## src/rtl/multicycle_control_unit.sv

```systemverilog
// Multicycle RV32I(+M) control FSM: FETCH/DECODE/EXEC/MEM/MULDIV/WB/TRAP.
// Datapath controls come from IR fields latched in DECODE. Strobes depend on the current state.
module multicycle_control_unit #(
   parameter int ENABLE_M  = 0,
   parameter int MD_CYCLES = 4
) (
   input  logic       clk,
   input  logic       rst,
   input  logic [6:0] opcode,
   input  logic [2:0] funct3,
   input  logic [6:0] funct7,
   input  logic       mem_ready,
   input  logic       br_taken,
   output logic       ru_write,
   output logic [3:0] alu_op,
   output logic [2:0] imm_src,
   output logic [1:0] alu_a_src,
   output logic       alu_b_src,
   output logic       dm_write,
   output logic [2:0] dm_ctrl,
   output logic [4:0] br_op,
   output logic [1:0] ru_data_src,
   output logic       pc_write,
   output logic [1:0] pc_src,
   output logic       ir_write,
   output logic       mem_req,
   output logic       md_start,
   output logic [2:0] md_op,
   output logic       busy,
   output logic       illegal
);
   localparam logic [6:0] OP_R     = 7'b0110011;
   localparam logic [6:0] OP_I     = 7'b0010011;
   localparam logic [6:0] OP_LD    = 7'b0000011;
   localparam logic [6:0] OP_ST    = 7'b0100011;
   localparam logic [6:0] OP_BR    = 7'b1100011;
   localparam logic [6:0] OP_JAL   = 7'b1101111;
   localparam logic [6:0] OP_JALR  = 7'b1100111;
   localparam logic [6:0] OP_LUI   = 7'b0110111;
   localparam logic [6:0] OP_AUIPC = 7'b0010111;
   localparam logic [6:0] F7_MULDIV = 7'b0000001;
   localparam int            CW      = $clog2(MD_CYCLES) + 1;
   localparam logic [CW-1:0] MD_LAST = CW'(MD_CYCLES - 1);

   typedef enum logic [2:0] {
      S_FETCH, S_DECODE, S_EXEC, S_MEM, S_MULDIV, S_WB, S_TRAP
   } state_t;

   state_t        state, state_nx;
   logic [6:0]    op_q, f7_q;
   logic [2:0]    f3_q;
   logic [CW-1:0] cnt;
   logic          legal_in, is_m, is_st;

   assign is_m  = (ENABLE_M != 0) && (op_q == OP_R) && (f7_q == F7_MULDIV);
   assign is_st = (op_q == OP_ST);

   // Legality is judged on the live fields, which are only meaningful in DECODE.
   always_comb begin
      legal_in = 1'b0;
      case (opcode)
         OP_R:   legal_in = (funct7 != F7_MULDIV) || (ENABLE_M != 0);
         OP_I, OP_LD, OP_ST, OP_BR, OP_JAL, OP_JALR, OP_LUI, OP_AUIPC:
                 legal_in = 1'b1;
         default: legal_in = 1'b0;
      endcase
   end

   always_ff @(posedge clk) begin
      if (rst) begin
         state <= S_FETCH;
         op_q  <= '0;
         f3_q  <= '0;
         f7_q  <= '0;
         cnt   <= '0;
      end else begin
         state <= state_nx;
         if (state == S_DECODE) begin
            op_q <= opcode;
            f3_q <= funct3;
            f7_q <= funct7;
         end
         cnt <= (state == S_MULDIV) ? cnt + 1'b1 : '0;
      end
   end

   // Datapath selects: only driven in EXEC..WB, from the latched fields.
   always_comb begin
      alu_op      = '0;
      imm_src     = '0;
      alu_a_src   = '0;
      alu_b_src   = 1'b0;
      dm_ctrl     = '0;
      br_op       = '0;
      ru_data_src = '0;
      md_op       = '0;
      if (!rst && (state inside {S_EXEC, S_MEM, S_MULDIV, S_WB})) begin
         case (op_q)
            OP_R: begin
               alu_op = {f7_q[5], f3_q};
               if (is_m) begin
                  ru_data_src = 2'b11;
                  md_op       = f3_q;
               end
            end
            OP_I: begin
               alu_op    = {(f3_q == 3'b101) ? f7_q[5] : 1'b0, f3_q};
               alu_b_src = 1'b1;
            end
            OP_LD: begin
               alu_b_src   = 1'b1;
               dm_ctrl     = f3_q;
               ru_data_src = 2'b01;
            end
            OP_ST: begin
               imm_src   = 3'b001;
               alu_b_src = 1'b1;
               dm_ctrl   = f3_q;
            end
            OP_BR: begin
               imm_src = 3'b010;
               br_op   = {2'b01, f3_q};
            end
            OP_JAL: begin
               imm_src     = 3'b100;
               br_op       = 5'b10000;
               ru_data_src = 2'b10;
            end
            OP_JALR: begin
               br_op       = 5'b10000;
               ru_data_src = 2'b10;
            end
            OP_LUI: begin
               alu_a_src = 2'b10;
               imm_src   = 3'b011;
               alu_b_src = 1'b1;
            end
            OP_AUIPC: begin
               alu_a_src = 2'b01;
               imm_src   = 3'b011;
               alu_b_src = 1'b1;
            end
            default: ;
         endcase
      end
   end

   always_comb begin
      state_nx = state;
      ru_write = 1'b0;
      dm_write = 1'b0;
      pc_write = 1'b0;
      pc_src   = 2'b00;
      ir_write = 1'b0;
      mem_req  = 1'b0;
      md_start = 1'b0;
      busy     = 1'b0;
      illegal  = 1'b0;
      case (state)
         S_FETCH: begin
            mem_req = 1'b1;
            if (mem_ready) begin
               ir_write = 1'b1;
               state_nx = S_DECODE;
            end
         end
         S_DECODE: begin
            busy     = 1'b1;
            state_nx = legal_in ? S_EXEC : S_TRAP;
         end
         S_EXEC: begin
            busy = 1'b1;
            case (op_q)
               OP_LD, OP_ST: state_nx = S_MEM;
               OP_BR: begin
                  pc_write = 1'b1;
                  pc_src   = br_taken ? 2'b01 : 2'b00;
                  state_nx = S_FETCH;
               end
               OP_R:    state_nx = is_m ? S_MULDIV : S_WB;
               default: state_nx = S_WB;
            endcase
         end
         S_MEM: begin
            busy     = 1'b1;
            mem_req  = 1'b1;
            dm_write = is_st;
            if (mem_ready) begin
               pc_write = is_st;
               state_nx = is_st ? S_FETCH : S_WB;
            end
         end
         S_MULDIV: begin
            busy     = 1'b1;
            md_start = (cnt == '0);
            if (cnt == MD_LAST) state_nx = S_WB;
         end
         S_WB: begin
            busy     = 1'b1;
            ru_write = 1'b1;
            pc_write = 1'b1;
            if (op_q == OP_JAL)       pc_src = 2'b01;
            else if (op_q == OP_JALR) pc_src = 2'b10;
            state_nx = S_FETCH;
         end
         S_TRAP: begin
            busy    = 1'b1;
            illegal = 1'b1;
         end
         default: state_nx = S_FETCH;
      endcase
      // Outputs are forced quiet while reset is held.
      if (rst) begin
         ru_write = 1'b0;
         dm_write = 1'b0;
         pc_write = 1'b0;
         pc_src   = 2'b00;
         ir_write = 1'b0;
         mem_req  = 1'b0;
         md_start = 1'b0;
         busy     = 1'b0;
         illegal  = 1'b0;
      end
   end
endmodule

```

## config.mk

```make
export PLATFORM = sky130hd
export DESIGN_NAME = multicycle_control_unit
export DESIGN_NICKNAME = d
export VERILOG_FILES = /design/src/rtl/multicycle_control_unit.sv
export SDC_FILE = /design/constraint.sdc
export NUM_CORES = 1
export LEC_CHECK = 0
export ABC_AREA = 1
export CAP_MARGIN = 20
export CELL_PAD_IN_SITES_DETAIL_PLACEMENT = 0
export CELL_PAD_IN_SITES_GLOBAL_PLACEMENT = 2
export CORE_AREA = 8 8 85 87
export CTS_CLUSTER_SIZE = 16
export DETAILED_ROUTE_END_ITERATION = 10
export DIE_AREA = 0 0 93 95
export HOLD_SLACK_MARGIN = 0.08
export PLACE_DENSITY_LB_ADDON = 0.1
export SYNTH_ARGS = -nofsm -noshare
export SYNTH_HDL_FRONTEND = slang
export SYNTH_SLANG_ARGS = --single-unit
```

## constraint.sdc

```tcl
create_clock -name clk -period 3.1 [get_ports clk]
set_clock_uncertainty 0.15 [all_clocks]
set_input_delay 0.465 -clock clk [delete_from_list [all_inputs] [get_ports clk]]
set_output_delay 0.465 -clock clk [all_outputs]
set_load 0.01 [all_outputs]
```

==> results of run 1 <==
==> per-stage QoR <==
step | hold WS, ns | area (um^2) | util
2_1_floorplan | 0.267 | 1330 | -
3_3_place_gp | 0.282 | 1890 | 0.324
3_5_place_dp | 0.291 | 1890 | 0.324
4_1_cts | 0.301 | 1930 | 0.332
5_1_grt | 0.322 | 1930 | 0.332
6_report | 0.298 | 1930 | 0.332
==> kinds of logic after synthesis <==
kind of cell | after synthesis | share of synthesized area
flops | 17 | 0.257
simple gates | 105 | 0.437
buf+inv | 41 | 0.139
fa+ha+maj | 3 | 0.0283
other cells | 1 | 0.00283
compound gates | 34 | 0.136
==> sequential cells by signal, summed over array words and instances (netlist names) <==
register / flops
state: 3
f3_q: 3
cnt: 3
f7_q: 1
op_q: 7
==> area by class of cell <==
type,instances,area [um^2],share of cell area
Inverter,33,129,0.0667
Timing Repair Buffer,52,515,0.267
Clock buffer,4,45.0,0.0233
Sequential cell,17,340,0.176
Multi-Input combinational cell,145,808,0.418
Tap cell,75,93.8,0.0486
==> Yosys cell counts <==
master,number
sky130_fd_sc_hd__o21ai_1,2
sky130_fd_sc_hd__nor4_1,1
sky130_fd_sc_hd__nor3b_2,2
sky130_fd_sc_hd__buf_2,1
sky130_fd_sc_hd__nand3_2,2
sky130_fd_sc_hd__dfxtp_1,17
sky130_fd_sc_hd__o21a_1,1
sky130_fd_sc_hd__nor4_2,3
sky130_fd_sc_hd__nand2_2,3
sky130_fd_sc_hd__a32oi_1,1
sky130_fd_sc_hd__buf_8,1
sky130_fd_sc_hd__a21oi_1,18
sky130_fd_sc_hd__and2_4,1
sky130_fd_sc_hd__nand4_2,1
sky130_fd_sc_hd__nor3_1,6
sky130_fd_sc_hd__o21ai_0,10
sky130_fd_sc_hd__or2_2,1
sky130_fd_sc_hd__a31oi_1,1
sky130_fd_sc_hd__o21bai_1,1
sky130_fd_sc_hd__inv_2,7
sky130_fd_sc_hd__buf_1,1
sky130_fd_sc_hd__nor3_2,4
sky130_fd_sc_hd__nor4_4,1
sky130_fd_sc_hd__nor2_1,28
sky130_fd_sc_hd__nand3_1,8
sky130_fd_sc_hd__nor2_2,5
sky130_fd_sc_hd__conb_1,1
sky130_fd_sc_hd__nor2_4,1
sky130_fd_sc_hd__ha_1,3
sky130_fd_sc_hd__buf_4,3
sky130_fd_sc_hd__inv_1,25
sky130_fd_sc_hd__clkbuf_2,1
sky130_fd_sc_hd__nand2_1,35
sky130_fd_sc_hd__clkbuf_1,1
sky130_fd_sc_hd__inv_6,1
sky130_fd_sc_hd__nand2_4,3
==> worst max-delay path, delay by kind of cell <==
kind,cells,cell delay [ns]
AND/OR/NAND/NOR,4,0.52
buffers and inverters,3,1.13
==> per-layer routing <==
metal	vias to the layer above	global-route usage	share of wire
met2	38	0.138	0.42
met5	-	0	0
met3	2	0.0175	0.049
met4	0	0.0362	0.012
met1	572	0.123	0.52
li1	739	-	-
==> where the power goes <==
group          internal, uW  switching (uW)  total (uW)
combinational           184             313         497
sequential              280            65.8         346
clock                  90.8            67.7         159
==> final timing paths <==
check,startpoint,to,slack [ns],depth (start not counted)
min reg2reg,cnt[0],cnt[0],0.30,1
max,rst,imm_src[1],0.37,7
min,cnt[0],cnt[0],0.30,1
max reg2reg,state[1],state[2],1.29,7
==> summary.log, run 1 <==
qor: grt.grtUsageTotal 0.0910
qor: grt.pin_count_of_the_biggest_net_entering_global_routing 23
qor: routing.route.detailed.drc 0
qor: synth.synthesis.area 0.00133 mm^2
qor: clocking.path_clk_slew 0.06 ns
qor: worst_setup_path.critical-path-slowest-cell sky130_fd_sc_hd__clkdlybuf4s50_1
qor: clocking.cts_buffer_depth 2
qor: placed_design.io_buffers 50
qor: floorplan.placement_rows 28
qor: floorplan.total_core_area 0.00582 mm^2
qor: cells_and_area.final.fill_count 686
qor: synth.yosys.cell_types.count 36
qor: worst_setup_path.worstPathMaxFanout 13
qor: routing.totalWireLength 3860 um
qor: clocking.htree_num_levels 1
qor: floorplan.die_outline_area 0.00884 mm^2
qor: cells_and_area.layout_common_cells sky130_fd_sc_hd__clkdlybuf4s50_1 (50), sky130_fd_sc_hd__nand2_1 (35), sky130_fd_sc_hd__nor2_1 (28), sky130_fd_sc_hd__inv_1 (25), sky130_fd_sc_hd__a21oi_1 (18)
qor: worst_setup_path.required 2.48 ns
qor: placed_design.gp_congestion 0.722
qor: routing.drtIter0Drc 31
qor: sta.period_share 0.880
qor: pwr.power_per_cell_area 518 mW/mm^2
qor: sta.slew_viol_final 0
qor: pwr.leakage 0.000773 uW
qor: routing.route.vias.total 1351
qor: floorplan.dieWidth 93 um
qor: floorplan.io_pins 54
qor: clocking.ctsRootBufferMaster sky130_fd_sc_hd__clkbuf_8
qor: sta.final_hold_viol_count 0
qor: clocking.clkSinkCount 17
qor: sta.tightestPinTransition 0.731 ns
qor: placed_design.post-dp-hpwl 3320 um
qor: clocking.cts_tree yes
qor: outcome.status finished clean
qor: synth.synthesis_warnings 0
qor: grt.grt_pass1_wl 6600 um
qor: pwr.worst_vdd_ir 0.154 mV
qor: pwr.fin_total_pwr 1000 uW
qor: grt.antenna_found_initial 0
qor: routing.detail_route.wl_per_cell 11.8 um
qor: clocking.postCtsSetupBuffers 0
qor: synth.yosysSeqAreaShare 0.257
qor: sta.grt_setup_unrepaired no
qor: synth.post-synth-top-area-fraction 0.257
qor: placed_design.dp_worst_setup_slack 0.355 ns
qor: sta.period_minus_slack 2.73 ns
qor: sta.final-setup-viol-count 0
qor: synth.synthCells 201
qor: clocking.cts-resized-gates 0
qor: synth.main_area_contributors_after_synthesis sky130_fd_sc_hd__dfxtp_1 (26%), sky130_fd_sc_hd__nand2_1 (9.9%), sky130_fd_sc_hd__nor2_1 (7.9%)
qor: routing.vias_per_cell 4.14
qor: synth.ys_seq_elements 17
qor: cells_and_area.layout.cells.most_common sky130_fd_sc_hd__clkdlybuf4s50_1
qor: flow_run.max_cap_violations 0
qor: worst_setup_path.crit_path_frequent_cell sky130_fd_sc_hd__clkdlybuf4s50_1
qor: placed_design.placed_cells 322
qor: grt.grt_pass1_vias 1357
qor: hold_path.hold_path.class flop to flop
qor: routing.antenna_violating_nets_remaining 0
qor: worst_setup_path.critical_path.startpoint_type input pin
qor: sta.fmax 0.367 GHz
qor: cells_and_area.drive_above_1_share 0.159
qor: clocking.hold_buffers 0
qor: worst_setup_path.cp_slowest_stage_delay 0.53 ns
qor: floorplan.initial_utilization 0.228
qor: grt.overflow 0
qor: clocking.clk-insertion-delay-late 0.24 ns
qor: worst_setup_path.worst-endpoint-arrival 2.11 ns
qor: sta.timing.final.ws_setup 0.372 ns
qor: floorplan.fp.dieH 95 um
qor: worst_setup_path.critical_path_class input pin to output pin
qor: cells_and_area.area_growth_from_synthesis_to_layout 45.8%
qor: cells_and_area.antenna_diode_count 0
qor: worst_setup_path.critical_path.cell_chain clkdlybuf4s50_1, inv_1, nand2_4, nor3b_2, nor2_1, nand2_1, clkdlybuf4s50_1
qor: worst_setup_path.cp-end-kind output pin
qor: synth.avgSynthCellArea 6.59 um^2
qor: routing.drt-pass1-iter-count 4
qor: sta.setup_tns 0 ns
qor: cells_and_area.final_cell_count_without_fillers 326
qor: sta.relSlewSlack 0.511
qor: synth.synth_area_leader_cell sky130_fd_sc_hd__dfxtp_1
qor: clocking.cts_made_buffers 3
qor: cells_and_area.fin_nets 276
Note: power is estimated with default switching activity, not from simulation.
==> inputs of run 2 (changes only) <==
--- a/constraint.sdc
+++ b/constraint.sdc
@@ -3,3 +3,3 @@
 set_input_delay 0.465 -clock clk [delete_from_list [all_inputs] [get_ports clk]]
 set_output_delay 0.465 -clock clk [all_outputs]
-set_load 0.01 [all_outputs]
+set_load 0.05 [all_outputs]
==> summary.log, run 2 (synthesis gave the netlist of run 1 again) <==
qor: outcome.status finished clean [unchanged]
qor: pwr.comb_power_share 0.533 [was 0.496]
qor: pwr.cellInternalPower 566 uW [was 556 uW]
qor: routing.route.vias.total 1364 [was 1351]
qor: worst_setup_path.required 2.48 ns [about the same]
qor: floorplan.total_core_area 0.00582 mm^2 [unchanged]
qor: floorplan.dieWidth 93 um [unchanged]
qor: worst_setup_path.worstPathMaxFanout 13 [unchanged]
qor: pwr.power_switching_share 0.483 [was 0.445]
qor: routing.detail_route.wirelength.met1 2100 um [was 2020 um]
qor: clocking.clk-insertion-delay-late 0.25 ns [was 0.24 ns]
qor: cells_and_area.area_growth_from_synthesis_to_layout 62.9% [was 45.8%]
qor: worst_setup_path.timing.critical_path.buf_inv 1 [was 3]
qor: routing.detail_route.wl_per_cell 12.4 um [was 11.8 um]
qor: placed_design.io_buffers 50 [unchanged]
qor: sta.period_share 0.805 [was 0.880]
qor: routing.top_layer_used met4 [unchanged]
qor: routing.met3WireLength 166 um [was 189 um]
qor: grt.grtUsageTotal 0.0943 [was 0.0910]
qor: sta.tightestPinTransition 0.733 ns [was 0.731 ns]
qor: routing.drtIter0Drc 30 [was 31]
qor: clocking.ctsRootBufferMaster sky130_fd_sc_hd__clkbuf_8 [unchanged]
qor: cells_and_area.max_ffs_per_register 7 [unchanged]
qor: worst_setup_path.cp-end-kind output pin [unchanged]
qor: worst_setup_path.critical-path-slowest-cell sky130_fd_sc_hd__dfxtp_1 [was sky130_fd_sc_hd__clkdlybuf4s50_1]
qor: clocking.hold_buffers 0 [unchanged]
qor: cells_and_area.layout_common_cells sky130_fd_sc_hd__nand2_1 (35), sky130_fd_sc_hd__nor2_1 (28), sky130_fd_sc_hd__inv_1 (25), sky130_fd_sc_hd__buf_12 (24), sky130_fd_sc_hd__clkdlybuf4s50_1 (20) [was sky130_fd_sc_hd__clkdlybuf4s50_1 (50), sky130_fd_sc_hd__nand2_1 (35), sky130_fd_sc_hd__nor2_1 (28), sky130_fd_sc_hd__inv_1 (25), sky130_fd_sc_hd__a21oi_1 (18)]
qor: cells_and_area.largest_register op_q [unchanged]
qor: pwr.leakage 0.000901 uW [was 0.000773 uW]
qor: worst_setup_path.critical_path_class flop to output pin [was input pin to output pin]
qor: sta.slew_viol_final 0 [unchanged]
qor: worst_setup_path.crit_path_frequent_cell sky130_fd_sc_hd__nor2_1 [was sky130_fd_sc_hd__clkdlybuf4s50_1]
qor: sta.timing.final.ws_setup 0.604 ns [was 0.372 ns]
qor: clocking.path_clk_slew 0.07 ns [was 0.06 ns]
qor: worst_setup_path.worst-endpoint-arrival 1.88 ns [was 2.11 ns]
qor: routing.antenna_violating_nets_remaining 0 [unchanged]
qor: worst_setup_path.critical_path.top_delay_family simple AND/OR/NAND/NOR gates [was buffers and inverters]
qor: grt.pin_count_of_the_biggest_net_entering_global_routing 23 [unchanged]
qor: worst_setup_path.critical_path.cell_chain nor2_1, nand2_2, nand4_2, nand2_4, nor3b_2, nor2_1, nand2_1, buf_12 [was clkdlybuf4s50_1, inv_1, nand2_4, nor3b_2, nor2_1, nand2_1, clkdlybuf4s50_1]
qor: clocking.htree_num_levels 1 [unchanged]
qor: pwr.worst_vdd_ir 0.172 mV [was 0.154 mV]
qor: grt.overflow 0 [unchanged]
qor: worst_setup_path.cp_slowest_stage_delay 0.37 ns [was 0.53 ns]
qor: routing.vias_per_cell 4.18 [was 4.14]
qor: pwr.sequentialPowerShare 0.316 [was 0.346]
qor: clocking.cts_tree yes [unchanged]
qor: grt.antenna_found_initial 0 [unchanged]
qor: placed_design.place_area 0.00211 mm^2 [was 0.00189 mm^2]
qor: cells_and_area.design_area 0.00216 mm^2 [was 0.00193 mm^2]
qor: pwr.switchingPower 528 uW [was 446 uW]
qor: placed_design.dp_worst_setup_slack 0.660 ns [was 0.355 ns]
qor: sta.period_minus_slack 2.50 ns [was 2.73 ns]
qor: floorplan.io_pins 54 [unchanged]
qor: cells_and_area.core_occupancy_in_the_finished_layout 0.371 [was 0.332]
qor: sta.relSlewSlack 0.510 [was 0.511]
qor: grt.grt_pass1_wl 6800 um [was 6600 um]
qor: pwr.power_per_cell_area 507 mW/mm^2 [was 518 mW/mm^2]
qor: clocking.postCtsSetupBuffers 0 [unchanged]
qor: floorplan.placement_rows 28 [unchanged]
qor: routing.route.detailed.drc 0 [unchanged]
qor: sta.grt_setup_unrepaired no [unchanged]
qor: sta.fmax 0.401 GHz [was 0.367 GHz]
qor: clocking.cts-resized-gates 0 [unchanged]
qor: sta.final_hold_viol_count 0 [unchanged]
qor: sta.setup_tns 0 ns [unchanged]
qor: worst_setup_path.critical_path.startpoint_type flop [was input pin]
qor: clocking.clkSinkCount 17 [unchanged]
qor: routing.drt-pass1-iter-count 4 [unchanged]
qor: cells_and_area.drive_above_1_share 0.283 [was 0.159]
qor: sta.final-setup-viol-count 0 [unchanged]
qor: floorplan.fp.dieH 95 um [unchanged]
qor: flow_run.max_cap_violations 0 [unchanged]
qor: routing.totalWireLength 4040 um [was 3860 um]
qor: floorplan.die_outline_area 0.00884 mm^2 [unchanged]
qor: routing.met2_wire_length 1730 um [was 1600 um]
qor: pwr.pwr-share-clk 0.151 [was 0.158]
qor: floorplan.initial_utilization 0.228 [unchanged]
qor: cells_and_area.fin_nets 276 [unchanged]
qor: cells_and_area.antenna_diode_count 0 [unchanged]
qor: clocking.cts_buffer_depth 2 [unchanged]
qor: cells_and_area.layout.cells.most_common sky130_fd_sc_hd__nand2_1 [was sky130_fd_sc_hd__clkdlybuf4s50_1]
qor: placed_design.post-dp-hpwl 3460 um [was 3320 um]
qor: placed_design.gp_congestion 0.747 [was 0.722]
qor: pwr.fin_total_pwr 1090 uW [was 1000 uW]
qor: clocking.cts_made_buffers 3 [unchanged]
qor: grt.grt_pass1_vias 1357 [unchanged]
qor: hold_path.hold_path.class flop to flop [unchanged]
run 2: cell types whose count changed in the layout (fill, tap and decap cells not counted), sizes merged:
cell	previous run	this run
buf	2	32
clkinv	0	1
clkbuf	4	3
clkdlybuf4s50	50	20
run 2: metal layers:
metal / vias up / GRT usage
met5: - / 0
met4: 0 / 0.0403
met3: 2 / 0.0151
met2: 38 / 0.144
met1: 585 / 0.127
li1: 739 / -
run 2: power by group through the flow:
stage,sequential [uW],clock [uW],combinational [uW]
after floorplan,339,0,452
after global placement,353,0,597
after detailed placement,352,0,591
after CTS,346,170,591
after global routing,355,182,646
final,346,165,584
run 2: worst paths after layout:
check                 from         end  slack [ns]  cells past startpoint
setup / recovery  state[0]  imm_src[1]        0.60                      8
hold / removal      cnt[0]      cnt[0]        0.30                      1
setup reg to reg  state[1]    state[2]        1.30                      7
hold reg to reg     cnt[0]      cnt[0]        0.30                      1
run 2: worst register-to-register path, stage by stage (launching register included):
cell	delay, ns
sky130_fd_sc_hd__dfxtp_1	0.36
sky130_fd_sc_hd__inv_1	0.13
sky130_fd_sc_hd__nand3_1	0.53
sky130_fd_sc_hd__nor2_1	0.26
sky130_fd_sc_hd__nand2_1	0.09
sky130_fd_sc_hd__nand2_1	0.07
sky130_fd_sc_hd__nand2_1	0.04
sky130_fd_sc_hd__a21oi_1	0.11
run 2: per-stage QoR:
stage | hold WS (ns) | instances
final | 0.303 | 326
after floorplan | 0.267 | 203
after global routing | 0.322 | 326
after global placement | 0.283 | 322
after CTS | 0.309 | 326
after detailed placement | 0.292 | 322
run 2: layout make-up:
cell class                 count  area, um^2
timing repair buffer          52         741
sequential                    17         340
clock inverter                 1        5.00
inverter                      33         129
fill                         650        3660
tap                           75        93.8
clock buffer                   3        41.3
multi-input combinational    145         808
==> inputs of run 3 (changes only) <==
Settings changed: CORE_AREA 8 8 85 87 to 8 8 87 89, DIE_AREA 0 0 93 95 to 0 0 95 97.
Clock period 3.1 ns to 2.32 ns, I/O delays scaled along.
==> summary.log, run 3 (synthesis gave the netlist of run 1 again) <==
qor: routing.detail_route.wirelength.met1 2130 um [was 2100 um]
qor: cells_and_area.largest_register op_q [unchanged]
qor: cells_and_area.drive_above_1_share 0.352 [was 0.283]
qor: floorplan.die_outline_area 0.00922 mm^2 [was 0.00884 mm^2]
qor: routing.met3WireLength 198 um [was 166 um]
qor: cells_and_area.design_area 0.00237 mm^2 [was 0.00216 mm^2]
qor: clocking.cts_buffer_depth 2 [unchanged]
qor: routing.detail_route.wl_per_cell 12.4 um [about the same]
qor: pwr.worst_vdd_ir 0.549 mV [was 0.172 mV]
qor: clocking.clkSinkCount 17 [unchanged]
qor: sta.slew_viol_final 0 [unchanged]
qor: grt.antenna_found_initial 0 [unchanged]
qor: floorplan.placement_rows 29 [was 28]
qor: grt.pin_count_of_the_biggest_net_entering_global_routing 18 [was 23]
qor: sta.final_hold_viol_count 0 [unchanged]
qor: hold_path.hold_path.class flop to flop [unchanged]
qor: pwr.fin_total_pwr 1620 uW [was 1090 uW]
qor: sta.final-setup-viol-count 0 [unchanged]
qor: routing.vias_per_cell 4.19 [was 4.18]
qor: pwr.power_per_cell_area 683 mW/mm^2 [was 507 mW/mm^2]
qor: floorplan.fp.dieH 97 um [was 95 um]
qor: cells_and_area.max_ffs_per_register 7 [unchanged]
qor: grt.grt_pass1_vias 1378 [was 1357]
qor: flow_run.max_cap_violations 0 [unchanged]
qor: pwr.leakage 0.000979 uW [was 0.000901 uW]
qor: placed_design.gp_congestion 0.711 [was 0.747]
qor: outcome.status finished clean [unchanged]
qor: worst_setup_path.critical_path_class flop to output pin [unchanged]
qor: cells_and_area.final.fill_count 667 [was 650]
qor: sta.period_minus_slack 2.21 ns
qor: routing.met2_wire_length 1760 um [was 1730 um]
qor: worst_setup_path.worstPathMaxFanout 13 [unchanged]
qor: worst_setup_path.cp-end-kind output pin [unchanged]
qor: placed_design.io_buffers 50 [unchanged]
qor: grt.grtUsageTotal 0.0909 [was 0.0943]
qor: clocking.cts_tree yes [unchanged]
qor: clocking.ctsRootBufferMaster sky130_fd_sc_hd__clkbuf_8 [unchanged]
qor: grt.overflow 0 [unchanged]
qor: worst_setup_path.required 1.82 ns [was 2.48 ns]
qor: cells_and_area.layout.cells.most_common sky130_fd_sc_hd__nand2_1 [unchanged]
qor: sta.setup_tns 0 ns [unchanged]
qor: grt.grt_pass1_wl 6890 um [was 6800 um]
qor: clocking.htree_num_levels 1 [unchanged]
qor: sta.fmax 0.452 GHz
qor: floorplan.dieWidth 95 um [was 93 um]
qor: cells_and_area.fin_nets 281 [was 276]
qor: sta.period_share 0.954
qor: cells_and_area.antenna_diode_count 0 [unchanged]
qor: routing.top_layer_used met4 [unchanged]
qor: floorplan.io_pins 54 [unchanged]
qor: worst_setup_path.critical_path.startpoint_type flop [unchanged]
qor: clocking.clk-insertion-delay-late 0.25 ns [about the same]
qor: placed_design.place_area 0.00223 mm^2 [was 0.00211 mm^2]
qor: routing.route.detailed.drc 0 [unchanged]
qor: routing.drtIter0Drc 40 [was 30]
qor: floorplan.total_core_area 0.00620 mm^2 [was 0.00582 mm^2]
qor: placed_design.post-dp-hpwl 3480 um [was 3460 um]
qor: clocking.path_clk_slew 0.07 ns [about the same]
qor: clocking.cts_made_buffers 3 [unchanged]
qor: routing.drt-pass1-iter-count 4 [unchanged]
qor: cells_and_area.area_growth_from_synthesis_to_layout 78.8% [was 62.9%]
qor: floorplan.initial_utilization 0.214 [was 0.228]
qor: cells_and_area.layout_common_cells sky130_fd_sc_hd__nand2_1 (35), sky130_fd_sc_hd__buf_12 (30), sky130_fd_sc_hd__inv_1 (25), sky130_fd_sc_hd__nor2_1 (23), sky130_fd_sc_hd__clkdlybuf4s50_1 (20) [was sky130_fd_sc_hd__nand2_1 (35), sky130_fd_sc_hd__nor2_1 (28), sky130_fd_sc_hd__inv_1 (25), sky130_fd_sc_hd__buf_12 (24), sky130_fd_sc_hd__clkdlybuf4s50_1 (20)]
qor: worst_setup_path.worst-endpoint-arrival 1.72 ns [was 1.88 ns]
qor: routing.antenna_violating_nets_remaining 0 [unchanged]
qor: routing.totalWireLength 4140 um [was 4040 um]
qor: routing.route.vias.total 1394 [was 1364]
## run 3: changes by cell type in the layout (fill, tap and decap cells not counted), sizes merged
cell / delta
buf: +5
## run 3: per-stage QoR
step | hold slack (ns) | std cells | worst slack [ns] | util
after CTS | 0.306 | 331 | 0.00392 | 0.372
final | 0.306 | 333 | 0.107 | 0.382
after global placement | 0.295 | 327 | 0.167 | 0.360
after global routing | 0.330 | 333 | -0.0219 | 0.382
after detailed placement | 0.288 | 327 | 0.155 | 0.360
after floorplan | 0.267 | 203 | -0.000551 | -
## run 3: critical path, stage by stage, from the launching register on
cell	delay [ns]
sky130_fd_sc_hd__dfxtp_2	0.37
sky130_fd_sc_hd__nor2_1	0.17
sky130_fd_sc_hd__nand2_2	0.11
sky130_fd_sc_hd__nand4_4	0.13
sky130_fd_sc_hd__nand2_8	0.13
sky130_fd_sc_hd__nor3b_4	0.23
sky130_fd_sc_hd__nor2_1	0.07
sky130_fd_sc_hd__nand2_1	0.10
sky130_fd_sc_hd__buf_12	0.14
## run 3: final cells by class
class                           instances  area, um^2  share of cell area
Clock buffer                            3        41.3              0.0174
Clock inverter                          1        5.00             0.00211
Inverter                               33         129              0.0544
Multi-Input combinational cell        145         900               0.380
Sequential cell                        17         345               0.146
Tap cell                               77        96.3              0.0407
Timing Repair Buffer                   57         853               0.360
## run 3: per-layer routing
layer,vias to the layer above,track usage
met5,-,0
met1,605,0.132
met3,2,0.0100
li1,752,-
met2,35,0.131
met4,0,0.0361
## run 3: final timing paths
| check | start | end | slack [ns] | cells after the start |
|---|---|---|---|---|
| worst max-delay path | state[0] | imm_src[1] | 0.11 | 8 |
| worst min-delay path | cnt[0] | cnt[0] | 0.31 | 1 |
| worst max register to register | state[1] | state[2] | 0.69 | 8 |
| worst min register to register | cnt[0] | cnt[0] | 0.31 | 1 |
## run 3: timing repair
action,4_1_cts,5_1_grt
endpoints found under the setup margin,3,15
gates cloned,0,0
gates resized for setup,4,14
pin swaps,0,2
hold buffers,0,0
buffers inserted,0,2
## run 3: where the power goes
part	total (uW)	switching, uW	internal (uW)	leakage, uW
Combinational	916	571	345	0.000813
Sequential	481	100	381	0.000141
Clock	223	104	119	0.0000255
